**config.mk**
```make
export PLATFORM = sky130hd
export DESIGN_NAME = booth_r4_mult_pipe
export DESIGN_NICKNAME = d
export VERILOG_FILES = /design/src/rtl/booth_pkg.sv /design/src/rtl/booth_r4_mult_pipe_stage.sv /design/src/rtl/booth_r4_mult_pipe.sv
export SDC_FILE = /design/constraint.sdc
export NUM_CORES = 2
export LEC_CHECK = 0
export ABC_CLOCK_PERIOD_IN_PS = 10600
export CAP_MARGIN = 10
export CELL_PAD_IN_SITES_DETAIL_PLACEMENT = 0
export CELL_PAD_IN_SITES_GLOBAL_PLACEMENT = 1
export CORE_ASPECT_RATIO = 0.5
export CORE_UTILIZATION = 43
export CTS_BUF_LIST = sky130_fd_sc_hd__clkbuf_4
export DETAILED_ROUTE_END_ITERATION = 10
export PLACE_DENSITY = 0.84
export REMOVE_ABC_BUFFERS = 1
export SLEW_MARGIN = 15
export SYNTH_ARGS = -nofsm -noshare
export SYNTH_HDL_FRONTEND = slang
export SYNTH_SLANG_ARGS = --single-unit
```
**constraint.sdc**
```tcl
create_clock -name clk -period 10.6 [get_ports clk]
set_input_delay 2.12 -clock clk [delete_from_list [all_inputs] [get_ports clk]]
set_output_delay 2.12 -clock clk [all_outputs]
set_load 0.005 [all_outputs]
```
**src/rtl/booth_pkg.sv**
```systemverilog
// Shared constants and helpers for the pipelined radix-4 Booth multiplier.
// Digit encoding is sign-magnitude: bit 2 = negate, bits 1:0 = magnitude (0, 1, 2).
package booth_pkg;

    // Widest operand the helper functions support. The module's own WIDTH must not exceed it.
    localparam int unsigned MAX_WIDTH = 128;
    localparam int unsigned PP_W      = 2 * MAX_WIDTH + 2;
    localparam int unsigned DIG_W     = 3;

    typedef logic [PP_W-1:0] pp_t;

    typedef enum logic [2:0] {
        DigZero = 3'b000,
        DigP1   = 3'b001,
        DigP2   = 3'b010,
        DigM1   = 3'b101,
        DigM2   = 3'b110
    } booth_digit_e;

    function automatic int unsigned npp(int unsigned width);
        return width / 2 + 1;
    endfunction

    function automatic int unsigned n_stages(int unsigned width, int unsigned pp_per_stage);
        return (npp(width) + pp_per_stage - 1) / pp_per_stage;
    endfunction

    // Recode one overlapping triplet {b[2i+1], b[2i], b[2i-1]} into a Booth digit.
    function automatic logic [2:0] booth_recode(logic [2:0] trip);
        case (trip)
            3'b001, 3'b010: return DigP1;
            3'b011:         return DigP2;
            3'b100:         return DigM2;
            3'b101, 3'b110: return DigM1;
            default:        return DigZero;
        endcase
    endfunction

    // a_ext must already be sign-extended to PP_W; result is the weighted partial product.
    function automatic pp_t booth_pp(pp_t a_ext, logic [2:0] digit, int unsigned index);
        pp_t mag;
        case (digit)
            DigP1, DigM1: mag = a_ext;
            DigP2, DigM2: mag = a_ext << 1;
            default:      mag = '0;
        endcase
        if (digit[2]) begin
            mag = -mag;
        end
        return mag << (2 * index);
    endfunction

endpackage

```
**src/rtl/booth_r4_mult_pipe_stage.sv**
```systemverilog
// One accumulation stage of the Booth pipeline: adds its slice of partial products to the
// running sum and forwards operands, digits, tag and valid. Holds everything when en is low.
module booth_r4_stage
    import booth_pkg::*;
#(
    parameter int unsigned WIDTH        = 32,
    parameter int unsigned PP_PER_STAGE = 4,
    parameter int unsigned TAG_W        = 4,
    parameter int unsigned STAGE_IDX    = 0
) (
    input  logic                          clk,
    input  logic                          rst,
    input  logic                          en,
    input  logic                          prev_valid,
    input  logic [2*WIDTH+1:0]            prev_sum,
    input  logic [WIDTH+1:0]              prev_a,
    input  logic [3*(WIDTH/2+1)-1:0]      prev_digits,
    input  logic [TAG_W-1:0]              prev_tag,
    output logic                          valid,
    output logic [2*WIDTH+1:0]            sum,
    output logic [WIDTH+1:0]              a_ext,
    output logic [3*(WIDTH/2+1)-1:0]      digits,
    output logic [TAG_W-1:0]              tag
);

    localparam int unsigned NPP   = npp(WIDTH);
    localparam int unsigned SUM_W = 2 * WIDTH + 2;
    localparam int unsigned FIRST = STAGE_IDX * PP_PER_STAGE;

    logic [SUM_W-1:0] acc;
    int unsigned      idx;

    always_comb begin
        acc = prev_sum;
        idx = 0;
        for (int unsigned j = 0; j < PP_PER_STAGE; j++) begin
            // The last stage may own fewer than PP_PER_STAGE digits.
            idx = (FIRST + j < NPP) ? FIRST + j : 0;
            if (FIRST + j < NPP) begin
                acc = acc + SUM_W'(booth_pp(pp_t'($signed(prev_a)),
                                            prev_digits[DIG_W*idx +: DIG_W], idx));
            end
        end
    end

    always_ff @(posedge clk) begin
        if (rst) begin
            valid  <= 1'b0;
            sum    <= '0;
            a_ext  <= '0;
            digits <= '0;
            tag    <= '0;
        end else if (en) begin
            valid  <= prev_valid;
            sum    <= acc;
            a_ext  <= prev_a;
            digits <= prev_digits;
            tag    <= prev_tag;
        end
    end

endmodule

```
**src/rtl/booth_r4_mult_pipe.sv**
```systemverilog
// Pipelined radix-4 Booth multiplier with valid/ready on both sides and a global stall.
// Define BOOTH_UNSIGNED_EN to add the per-operation in_signed port; otherwise all ops are signed.
module booth_r4_mult_pipe
    import booth_pkg::*;
#(
    parameter int unsigned WIDTH        = 32,
    parameter int unsigned PP_PER_STAGE = 4,
    parameter int unsigned TAG_W        = 4
) (
    input  logic                 clk,
    input  logic                 rst,
    input  logic                 in_valid,
    output logic                 in_ready,
    input  logic [WIDTH-1:0]     in_a,
    input  logic [WIDTH-1:0]     in_b,
    input  logic [TAG_W-1:0]     in_tag,
`ifdef BOOTH_UNSIGNED_EN
    input  logic                 in_signed,
`endif
    output logic                 out_valid,
    input  logic                 out_ready,
    output logic [2*WIDTH-1:0]   out_product,
    output logic [TAG_W-1:0]     out_tag
);

    localparam int unsigned NPP    = npp(WIDTH);
    localparam int unsigned N      = n_stages(WIDTH, PP_PER_STAGE);
    localparam int unsigned SUM_W  = 2 * WIDTH + 2;
    localparam int unsigned EXT_W  = WIDTH + 2;
    localparam int unsigned DIGS_W = DIG_W * NPP;

    logic              advance;
    logic              is_signed;
    logic [EXT_W-1:0]  a_ext;
    logic [EXT_W-1:0]  b_ext;
    logic [EXT_W:0]    b_pad;
    logic [DIGS_W-1:0] digits;

    logic              stg_valid  [N+1];
    logic [SUM_W-1:0]  stg_sum    [N+1];
    logic [EXT_W-1:0]  stg_a      [N+1];
    logic [DIGS_W-1:0] stg_digits [N+1];
    logic [TAG_W-1:0]  stg_tag    [N+1];

    assign advance  = !out_valid || out_ready;
    assign in_ready = advance;

`ifdef BOOTH_UNSIGNED_EN
    assign is_signed = in_signed;
`else
    assign is_signed = 1'b1;
`endif

    // Signedness is folded into the extension here, so it travels with the op implicitly.
    assign a_ext = {{2{is_signed & in_a[WIDTH-1]}}, in_a};
    assign b_ext = {{2{is_signed & in_b[WIDTH-1]}}, in_b};

    always_comb begin
        b_pad  = {b_ext, 1'b0};
        digits = '0;
        for (int unsigned i = 0; i < NPP; i++) begin
            digits[DIG_W*i +: DIG_W] = booth_recode(b_pad[2*i +: 3]);
        end
    end

    always_ff @(posedge clk) begin
        if (rst) begin
            stg_valid[0]  <= 1'b0;
            stg_a[0]      <= '0;
            stg_digits[0] <= '0;
            stg_tag[0]    <= '0;
        end else if (advance) begin
            stg_valid[0]  <= in_valid;
            stg_a[0]      <= a_ext;
            stg_digits[0] <= digits;
            stg_tag[0]    <= in_tag;
        end
    end

    assign stg_sum[0] = '0;

    for (genvar k = 1; k <= N; k++) begin : g_stage
        booth_r4_stage #(
            .WIDTH        (WIDTH),
            .PP_PER_STAGE (PP_PER_STAGE),
            .TAG_W        (TAG_W),
            .STAGE_IDX    (k - 1)
        ) u_stage (
            .clk         (clk),
            .rst         (rst),
            .en          (advance),
            .prev_valid  (stg_valid[k-1]),
            .prev_sum    (stg_sum[k-1]),
            .prev_a      (stg_a[k-1]),
            .prev_digits (stg_digits[k-1]),
            .prev_tag    (stg_tag[k-1]),
            .valid       (stg_valid[k]),
            .sum         (stg_sum[k]),
            .a_ext       (stg_a[k]),
            .digits      (stg_digits[k]),
            .tag         (stg_tag[k])
        );
    end

    assign out_valid   = stg_valid[N];
    assign out_product = stg_sum[N][2*WIDTH-1:0];
    assign out_tag     = stg_tag[N];

    // The exact product fits in 2*WIDTH bits; the guard bits and forwarded operands end here.
    logic unused_tail;
    assign unused_tail = ^{stg_sum[N][SUM_W-1:2*WIDTH], stg_a[N], stg_digits[N]};

endmodule

```
==> flow_summary.json <==
{
  "rsz0062_at_grt": "no",
  "setup-tns-final_ns": 0,
  "worst-path-max-fanout": 29,
  "path_clk_slew_ns": 0.07,
  "routedWlPerCell_um": 19.2,
  "finalClockSkew_ns": 0.156,
  "synth_top_family_by_area": "compound AO/OA/AOI/OAI gates",
  "p_leak_nw": 28.7,
  "globalplace.congestion": 0.963,
  "start_util_pct": 43.5,
  "grt.overflow.total": 0,
  "grt_pass1_wl_mm": 331,
  "rows": 102,
  "layout_setup_ws_ns": 2.45,
  "cts_tree": "yes",
  "critPathKind": "reg -> reg",
  "ctsLongestPathBuffers": 4,
  "cts_htree_levels": 4,
  "final_cell_mix": "nand2_1 (1,524), inv_1 (847), a21oi_1 (808)",
  "start_kind": "register",
  "synth-simple-area-share_pct": 17.4,
  "synth_xor_area_share_pct": 8.87,
  "antenna_found_initial": 6,
  "vias_per_cell": 5.70,
  "avgSynthCellArea_um2": 7.40,
  "drive_above_1_share_pct": 6.24,
  "fillers": 15900,
  "final_cells": 11000,
  "synth_warnings": 0,
  "holdBufCountCts": 0,
  "cts_buffers": 156,
  "vias": 62600,
  "cap_violations": 0,
  "required_ns": 11.53,
  "die_h_um": 282,
  "routed_wl_mm": 211,
  "synth_fa_ha_area_share_pct": 19.6,
  "slew-limit-headroom_pct": 23.9,
  "die_w_um": 562,
  "critPathArrivalTime_ns": 9.08,
  "nets": 9620,
  "cts_resized": 0,
  "ys_seq_area_share_pct": 17.7,
  "synth-compound-area-share_pct": 25.6,
  "finalHoldViolCount": 0,
  "synth_area_leaders": "dfxtp_1 (18%), fa_1 (15%), nand2_1 (8.5%), a21oi_1 (6.0%), inv_1 (4.7%)",
  "first_iter_violations": 5610,
  "grt_pass1_vias": 57900,
  "portBuffers": 141,
  "synthesis.area_um2": 67500,
  "cts-root-buf": "clkbuf_4",
  "synth_edf_count": 0,
  "area_growth_syn_to_layout_pct": 6.38,
  "num_io_pins": 142,
  "max_freq_mhz": 123,
  "synth_cell_types": 94,
  "finish.utilization_pct": 46.2,
  "coreArea_um2": 155000,
  "stdcell_area_um2": 71800,
  "place_area_um2": 69800,
  "cts.sink_count": 598,
  "fin_crit_ns": 8.15,
  "status": "finished clean",
  "end_kind": "register",
  "synth_top_area_cell": "dfxtp_1",
  "postCtsSetupBuffers": 0,
  "dp_cells": 10700,
  "final_antenna_net_count": 0,
  "finalSetupViolCount": 0,
  "p_per_area_nw_per_um2": 123,
  "synth_top_area_share_pct": 17.7,
  "worst_pin_slew_ns": 1.14,
  "layout_commonest_cell": "nand2_1",
  "clkLatencyLatePin_ns": 1.14,
  "grt_max_degree": 165,
  "dpl.hpwl_mm": 156,
  "first_pass_iters": 8,
  "muxShareOfSynthArea_pct": 1.63,
  "maxSlewViolCount": 0,
  "syn-instance-count": 9124,
  "dp_slack_ns": 2.50,
  "post-route-drc-count": 0,
  "die_area_um2": 159000,
  "hold_path_class": "reg -> reg",
  "synth_flop_cell": "dfxtp_1",
  "peakVddDrop_v": 0.0000613,
  "async_flop_share_pct": 0,
  "period_share_pct": 76.9,
  "grt_usage_pct": 25.7,
  "ys_ff_latch": 598
}
-- power by group --
group,switching [mW],total [mW],internal (mW)
clock network,1.05,2.17,1.11
registers,0.299,2.86,2.56
logic,2.38,3.84,1.46
total,3.74,8.87,5.13
-- cells in the mapped netlist (53+ instances only) --
cell type and number:
a211oi_1 156, a21o_1 118, a21oi_1 808, a22o_1 90, a22oi_1 386, a31oi_1 78
buf_1 90, clkbuf_1 669, dfxtp_1 598, fa_1 507, ha_1 247, inv_1 847
mux2i_1 57, nand2_1 1524, nand2b_1 82, nand3_1 117, nor2_1 385, nor2b_1 144
nor3_1 79, o21a_1 79, o21ai_0 536, o22ai_1 69, o31ai_1 78, or3_1 53
xnor2_1 345, xor2_1 330
-- final timing paths --
path                                                 start                          to  slack, ns  cells after the start
worst max-delay path                       stg_digits[255]  g_stage[1].u_stage.sum[62]       2.45                     25
worst min-delay path            g_stage[4].u_stage.sum[38]  g_stage[5].u_stage.sum[38]       0.40                      2
worst max register to register             stg_digits[255]  g_stage[1].u_stage.sum[62]       2.45                     25
worst min register to register  g_stage[4].u_stage.sum[38]  g_stage[5].u_stage.sum[38]       0.40                      2
-- registers in the layout, indices dropped and copies added, names as in the netlist, 4 cells and up --
signal / cells
g_stage.u_stage.digits: 72
stg_digits: 48
stg_a: 32
g_stage.u_stage.valid: 5
g_stage.u_stage.sum: 320
g_stage.u_stage.a_ext: 96
g_stage.u_stage.tag: 20
stg_tag: 4
-- final cells by class --
type	count	area (µm²)	area share [%]
antenna	5	12.5	0.0174
clock buffer	209	1570	2.18
timing repair buffer	287	2550	3.55
multi-input combinational	6900	49500	68.9
inverter	851	3200	4.46
tap	2080	2600	3.62
clock inverter	52	425	0.592
sequential	598	12000	16.7
-- cells by family after synthesis --
logic type / Yosys count
AOI/OAI and AO/OA: 2713
and+or+nand+nor: 2650
buffers and inverters: 1626
adders and majority gates: 754
xor gates and xnor gates: 679
DFF: 598
muxes: 104
-- layer usage --
metal  vias to the layer above  share of wire, %  GRT usage, %
met5                         -                 0             0
met4                         0               2.2          6.27
met3                       307               6.9          3.48
met2                      2245                43          40.0
met1                     29800                47          37.5
li1                      30300                 -             -
-- critical path, cell delays in order (launching register included) --
cell and delay (ns):
dfxtp_1 0.35, inv_1 0.05, ha_1 0.90, nor2b_1 0.16, a22oi_1 0.27, ha_1 0.22, nor4bb_1 0.37, nor3b_1 0.33
nand3_1 0.14, a211o_1 0.32, a211o_1 0.33, nand3b_1 0.27, o211ai_1 0.91, o21ai_0 0.28, fa_1 0.44, ha_1 0.42
a21oi_1 0.24, o21ai_0 0.14, a31o_2 0.24, a211oi_1 0.22, a21oi_1 0.06, a31oi_1 0.36, o31a_1 0.35, a211oi_1 0.12
or3_1 0.32, a32o_1 0.24
-- stage by stage --
step	total power, mW	hold slack (ns)
after floorplan	5.51	0.425
after global placement	6.68	0.435
after detailed placement	6.70	0.443
after CTS	8.93	0.414
after global routing	9.57	0.432
final	8.87	0.396
No activity file was read; power rests on OpenSTA's default activity.
